`src/rtl/square_attack_scanner.sv`:
```
// square_attack_scanner: multi-cycle check of whether a square is attacked by any piece of a given colour.
//   clk, rst        clock, asynchronous active-high reset
//   board           64 squares (index row*8+col), each {colour, piece[2:0]}
//                   colour 0=WHITE 1=BLACK; piece 0=EMPTY 1=PAWN 2=KNIGHT 3=BISHOP 4=ROOK 5=QUEEN 6=KING
//   target          square under test, sampled on accepted start
//   attacker_color  colour of attacking pieces, sampled on accepted start
//   start           request, accepted only while busy=0
//   busy            high from the cycle after acceptance through the done cycle
//   done            one-cycle completion pulse
//   attacked        attack_count is nonzero
//   attack_count    saturating number of attackers found
//   first_attacker  square of the first attacker in scan order, 0 if none
//   valid           target held a king of the defending colour at acceptance
module square_attack_scanner #(
    parameter int CNT_W = 4,
    parameter bit EARLY_EXIT = 1'b0
) (
    input  logic                  clk,
    input  logic                  rst,
    input  logic [63:0][3:0]      board,
    input  logic [5:0]            target,
    input  logic                  attacker_color,
    input  logic                  start,
    output logic                  busy,
    output logic                  done,
    output logic                  attacked,
    output logic [CNT_W-1:0]      attack_count,
    output logic [5:0]            first_attacker,
    output logic                  valid
);
    localparam logic [2:0] EMPTY = 3'd0, PAWN = 3'd1, KNIGHT = 3'd2, BISHOP = 3'd3;
    localparam logic [2:0] ROOK = 3'd4, QUEEN = 3'd5, KING = 3'd6;
    localparam logic [CNT_W-1:0] CNT_MAX = '1;

    typedef enum logic [1:0] {IDLE, SHORT, RAY, DONE} state_t;

    // Offsets are {drow, dcol} as 4-bit two's complement; a coordinate
    // stepped off the board always lands in 8..15, so "> 7" means off-board.
    function automatic logic [7:0] knight_off(input logic [2:0] i);
        case (i)
            3'd0: return 8'h21;
            3'd1: return 8'h12;
            3'd2: return 8'hF2;
            3'd3: return 8'hE1;
            3'd4: return 8'hEF;
            3'd5: return 8'hFE;
            3'd6: return 8'h1E;
            default: return 8'h2F;
        endcase
    endfunction

    // N, NE, E, SE, S, SW, W, NW: shared by king offsets and slide rays
    function automatic logic [7:0] dir_off(input logic [2:0] i);
        case (i)
            3'd0: return 8'h10;
            3'd1: return 8'h11;
            3'd2: return 8'h01;
            3'd3: return 8'hF1;
            3'd4: return 8'hF0;
            3'd5: return 8'hFF;
            3'd6: return 8'h0F;
            default: return 8'h1F;
        endcase
    endfunction

    function automatic logic [CNT_W-1:0] sat_add(input logic [CNT_W-1:0] a, input logic [4:0] b);
        logic [CNT_W+5:0] s;
        s = {6'd0, a} + {{(CNT_W+1){1'b0}}, b};
        return s > {6'd0, CNT_MAX} ? CNT_MAX : s[CNT_W-1:0];
    endfunction

    state_t     state;
    logic [5:0] tgt;
    logic       att_color;
    logic [2:0] dir, pr, pc;
    logic [3:0] tr, tc;

    assign tr = {1'b0, tgt[5:3]};
    assign tc = {1'b0, tgt[2:0]};
    assign attacked = |attack_count;

    // Short-range sources in priority order: 2 pawns, 8 knights, 8 kings
    logic [7:0]  soff [18];
    logic [3:0]  sr [18], sc [18];
    logic [17:0] hit;
    logic [4:0]  pop;
    logic [5:0]  first_hit;

    always_comb begin
        hit = '0;
        pop = '0;
        first_hit = '0;
        for (int i = 0; i < 18; i++) begin
            soff[i] = i < 2  ? {att_color ? 4'h1 : 4'hF, i == 0 ? 4'hF : 4'h1} :
                      i < 10 ? knight_off(3'(i - 2)) : dir_off(3'(i - 10));
            sr[i] = tr + soff[i][7:4];
            sc[i] = tc + soff[i][3:0];
            hit[i] = sr[i] <= 4'd7 && sc[i] <= 4'd7 &&
                     board[{sr[i][2:0], sc[i][2:0]}] == {att_color, i < 2 ? PAWN : i < 10 ? KNIGHT : KING};
            pop = pop + 5'(hit[i]);
        end
        for (int i = 17; i >= 0; i--)
            if (hit[i]) first_hit = {sr[i][2:0], sc[i][2:0]};
    end

    // One step along the current ray
    logic [7:0] rd;
    logic [3:0] nr, nc, np;
    logic [5:0] nsq;
    logic       ray_hit, ray_end;

    always_comb begin
        rd = dir_off(dir);
        nr = {1'b0, pr} + rd[7:4];
        nc = {1'b0, pc} + rd[3:0];
        nsq = {nr[2:0], nc[2:0]};
        np = board[nsq];
        ray_hit = nr <= 4'd7 && nc <= 4'd7 && np[3] == att_color &&
                  (np[2:0] == QUEEN || np[2:0] == (dir[0] ? BISHOP : ROOK));
        // an off-board first step still costs this cycle; the edge square ends the ray
        ray_end = nr > 4'd7 || nc > 4'd7 || np[2:0] != EMPTY ||
                  4'(nr + rd[7:4]) > 4'd7 || 4'(nc + rd[3:0]) > 4'd7;
    end

    always_ff @(posedge clk or posedge rst) begin
        if (rst) begin
            state <= IDLE;
            busy <= 1'b0;
            done <= 1'b0;
            attack_count <= '0;
            first_attacker <= '0;
            valid <= 1'b0;
            tgt <= '0;
            att_color <= 1'b0;
            dir <= '0;
            pr <= '0;
            pc <= '0;
        end else begin
            case (state)
                IDLE: begin
                    // busy still high here means this is the done cycle
                    if (busy) begin
                        busy <= 1'b0;
                        done <= 1'b0;
                    end else if (start) begin
                        busy <= 1'b1;
                        tgt <= target;
                        att_color <= attacker_color;
                        valid <= board[target] == {~attacker_color, KING};
                        attack_count <= '0;
                        first_attacker <= '0;
                        state <= SHORT;
                    end
                end
                SHORT: begin
                    attack_count <= sat_add(attack_count, pop);
                    first_attacker <= first_hit;
                    dir <= '0;
                    pr <= tgt[5:3];
                    pc <= tgt[2:0];
                    state <= EARLY_EXIT && |hit ? DONE : RAY;
                end
                RAY: begin
                    if (ray_hit) begin
                        attack_count <= sat_add(attack_count, 5'd1);
                        if (attack_count == '0) first_attacker <= nsq;
                    end
                    if ((EARLY_EXIT && ray_hit) || (ray_end && dir == 3'd7)) begin
                        state <= DONE;
                    end else if (ray_end) begin
                        dir <= dir + 3'd1;
                        pr <= tgt[5:3];
                        pc <= tgt[2:0];
                    end else begin
                        pr <= nr[2:0];
                        pc <= nc[2:0];
                    end
                end
                default: begin
                    done <= 1'b1;
                    state <= IDLE;
                end
            endcase
        end
    end
endmodule

```
`config.mk`:
```
export PLATFORM = sky130hd
export DESIGN_NAME = square_attack_scanner
export DESIGN_NICKNAME = d
export VERILOG_FILES = /design/src/rtl/square_attack_scanner.sv
export SDC_FILE = /design/constraint.sdc
export NUM_CORES = 1
export LEC_CHECK = 0
export BUFFER_PORTS_ARGS = -buffer_cell sky130_fd_sc_hd__buf_2
export CORE_UTILIZATION = 60
export CTS_BUF_LIST = sky130_fd_sc_hd__clkbuf_4 sky130_fd_sc_hd__clkbuf_8
export DETAILED_ROUTE_END_ITERATION = 8
export PLACE_DENSITY = 0.9
export SETUP_SLACK_MARGIN = 0.15
export SLEW_MARGIN = 20
export SYNTH_ARGS = -nofsm -noshare
export SYNTH_HDL_FRONTEND = slang
export SYNTH_SLANG_ARGS = --single-unit
```
`constraint.sdc`:
```
create_clock -name clk -period 10.1 [get_ports clk]
set_input_delay 2.02 -clock clk [delete_from_list [all_inputs] [get_ports clk]]
set_output_delay 2.02 -clock clk [all_outputs]
set_load 0.005 [all_outputs]
```
==> flow_metrics.py <==
metrics = {
    "sta": {
        "final_max_slew_viol_count": 0,
        "holdWs_ns": 0.4860,
        "rsz0062_at_grt": "no",
        "tns_ns": 0,
        "finalHoldViolations": 0,
        "timing.final.crit_share": 0.9538,
        "post-route-min-period_ns": 9.634,
        "setup_viol": 0,
        "finalClockSkew_ns": 0.004989,
        "relSlewSlack": 0.2167,
        "tightest_slew_ns": 1.164,
        "max_freq_mhz": 103.8,
    },
    "routing": {
        "wl_per_cell_um": 33.92,
        "detail_route.vias_per_cell": 8.252,
        "firstDrtPassIters": 7,
        "drt_iter0_drc": 3902,
        "num_vias": 20890,
        "drc": 0,
        "drtAntennaViolNets": 0,
        "routed_wl_mm": 85.85,
    },
    "status": {
        "status": "finished clean",
    },
    "synth": {
        "ys_seq_elements": 31,
        "synth_edf_count": 0,
        "avgSynthCellArea_um2": 9.441,
        "netlist_area_um2": 18490,
        "synth_top_area_cell": "mux4_2",
        "postSynthCellCount": 1959,
        "synth_warnings": 0,
        "yosys-top-cells-count": "mux4_2, mux2i_1, nand2_1",
        "synth_most_common_cell": "mux4_2",
        "syn_nets": 2294,
        "ys_async_sr_fraction": 1.000,
        "synthTopCellsByArea": "mux4_2, mux2i_1, mux2_2",
        "synth_top_area_frac": 0.3069,
        "synth_ff_type": "dfrtp_1",
        "yosysUniqueCellTypes": 94,
        "ys_seq_area_frac": 0.04195,
    },
    "critical_path": {
        "arrival_ns": 9.83,
        "critPathMaxFanout": 34,
        "cp-end-kind": "register",
        "r2r_cells": 27,
        "path_class": "register to register",
        "crit_required_ns": 10.30,
        "cp-start-kind": "register",
    },
    "die": {
        "coreArea_um2": 29950,
        "die_h_um": 177.6,
        "std_cell_rows": 63,
        "start_util": 0.6174,
        "fp.dieW_um": 177.6,
        "dieArea_um2": 31530,
        "io_pins": 280,
    },
    "clocking": {
        "cts_buffers": 5,
        "htree_levels": 2,
        "clk_pin_slew_ns": 0.08,
        "hold_buffers": 0,
        "root_buffer": "clkbuf_8",
        "post-cts-setup-buffer-count": 0,
        "clock_sinks": 31,
        "clockBufferDepth": 2,
        "clkLatencyLatePin_ns": 0.31,
        "cts_tree": "built",
    },
    "final_layout": {
        "nFillCells": 2377,
        "final_util": 0.6718,
        "nets": 2471,
        "layout-drive-gt1-share": 0.3472,
        "final_cells": 2531,
        "area_growth_pct": 8.802,
    },
    "global_route": {
        "grt_max_degree": 120,
        "grt_pass1_wl_mm": 125.8,
        "grt_pass1_vias": 19820,
        "grt.total_usage": 0.5417,
        "grt-ovfl-total": 0,
        "grt_antenna_before_repair": 8,
    },
    "run": {
        "maxCapViolations": 0,
    },
    "placement": {
        "portBuffers": 279,
        "hpwl_mm": 64.94,
        "dp_cells": 2519,
        "place_congestion": 1.099,
    },
    "worst_hold_path": {
        "hold_path_class": "register to register",
        "min_path_cells": 2,
    },
}
==> final timing paths <==
kind	to	start	slack, ns
setup / recovery	attack_count[1]	tgt[1]	0.47
hold / removal	first_attacker[3]	first_attacker[3]	0.49
setup reg to reg	attack_count[1]	tgt[1]	0.47
hold reg to reg	first_attacker[3]	first_attacker[3]	0.49
max in group asynchronous	tgt[0]	rst	7.95
min in group asynchronous	first_attacker[3]	rst	1.79
==> cells in the final DEF (no fill, tap or decap), types with 27 or more instances in the layout <==
cell type,synthesis,routed
mux4_2,252,252
nor3_1,39,39
dfrtp_1,31,27
nor3b_1,55,55
nand2b_1,74,74
a22oi_1,27,27
buf_4,6,55
mux2_2,81,81
nand2_1,126,126
ha_1,52,49
mux2i_1,166,166
inv_1,98,97
nor2_1,98,98
nor2b_1,38,38
a311oi_1,32,32
o21ai_0,52,52
a21oi_1,52,52
o22ai_1,37,37
buf_2,45,278
nand3_1,52,52
==> critical path: stages, from the launching register on <==
cell      delay, ns
dfrtp_4        0.80
inv_1          0.13
ha_2           0.71
inv_2          0.08
buf_4          0.27
nand2_1        0.70
o31ai_1        0.18
nor4_1         0.58
nor3_1         0.24
o211ai_1       0.34
a211o_1        0.29
inv_2          0.12
fa_1           0.51
inv_1          0.05
fa_1           0.56
fa_1           0.45
fa_1           0.53
fa_1           0.53
fa_1           0.48
fa_1           0.40
nor2b_1        0.14
o21ai_0        0.12
or3_1          0.35
a211oi_1       0.38
nand2_1        0.10
nand2_1        0.07
a21boi_0       0.08
mux2_2         0.27
==> logic make-up (layout without fill, tap and decap cells) <==
| logic type | Yosys count | in the layout | share of synthesized area |
|---|---|---|---|
| simple gates | 639 | 639 | 0.1916 |
| mux | 512 | 512 | 0.4629 |
| compound gates | 407 | 407 | 0.1622 |
| buf+inv | 270 | 448 | 0.07225 |
| fa+ha+maj | 69 | 69 | 0.05358 |
| xor+xnor | 31 | 31 | 0.01549 |
| flops | 31 | 31 | 0.04195 |
| other cells | 0 | 4 | 0 |
==> layer usage <==
layer	global-route usage	routed length (um)	up-vias
li1	-	-	8256
met1	0.6696	28800	9989
met2	0.7930	36300	2085
met3	0.1943	13610	545
met4	0.3608	7066	10
met5	0	70	-
==> final cells by class <==
cell class,instances,area (um2),share of cell area
diodes,4,10.01,0.0004975
inverters,103,386.6,0.01921
clock buffers,6,82.58,0.004104
clock inverters,2,35.03,0.001741
well taps,390,488.0,0.02425
repair buffers,337,1884,0.09365
multi-input cells,1658,16450,0.8175
flip-flops and latches,31,785.8,0.03905
==> stage by stage <==
stage,instance area [um2],setup slack [ns]
3_3_place_gp,19980,0.6788
6_report,20120,0.4663
5_1_grt,20120,0.2190
3_5_place_dp,19980,0.5015
2_1_floorplan,18490,1.343
4_1_cts,20100,0.5343
==> flip-flops by register name, indices dropped and copies added (netlist names) <==
| register | count |
|---|---|
| busy | 1 |
| valid | 1 |
| tgt | 6 |
| pc | 3 |
| att_color | 1 |
| attack_count | 4 |
| first_attacker | 6 |
| state | 2 |
| pr | 3 |
| done | 1 |
| dir | 3 |
==> timing repair <==
item,CTS,global route
hold endpoints to repair,0,0
endpoints found under the setup margin,0,3
gates resized for setup,0,1
Power is left out: the tool's default activity adds up to more than one toggle a clock period on the data nets, which glitch-free logic cannot reach.
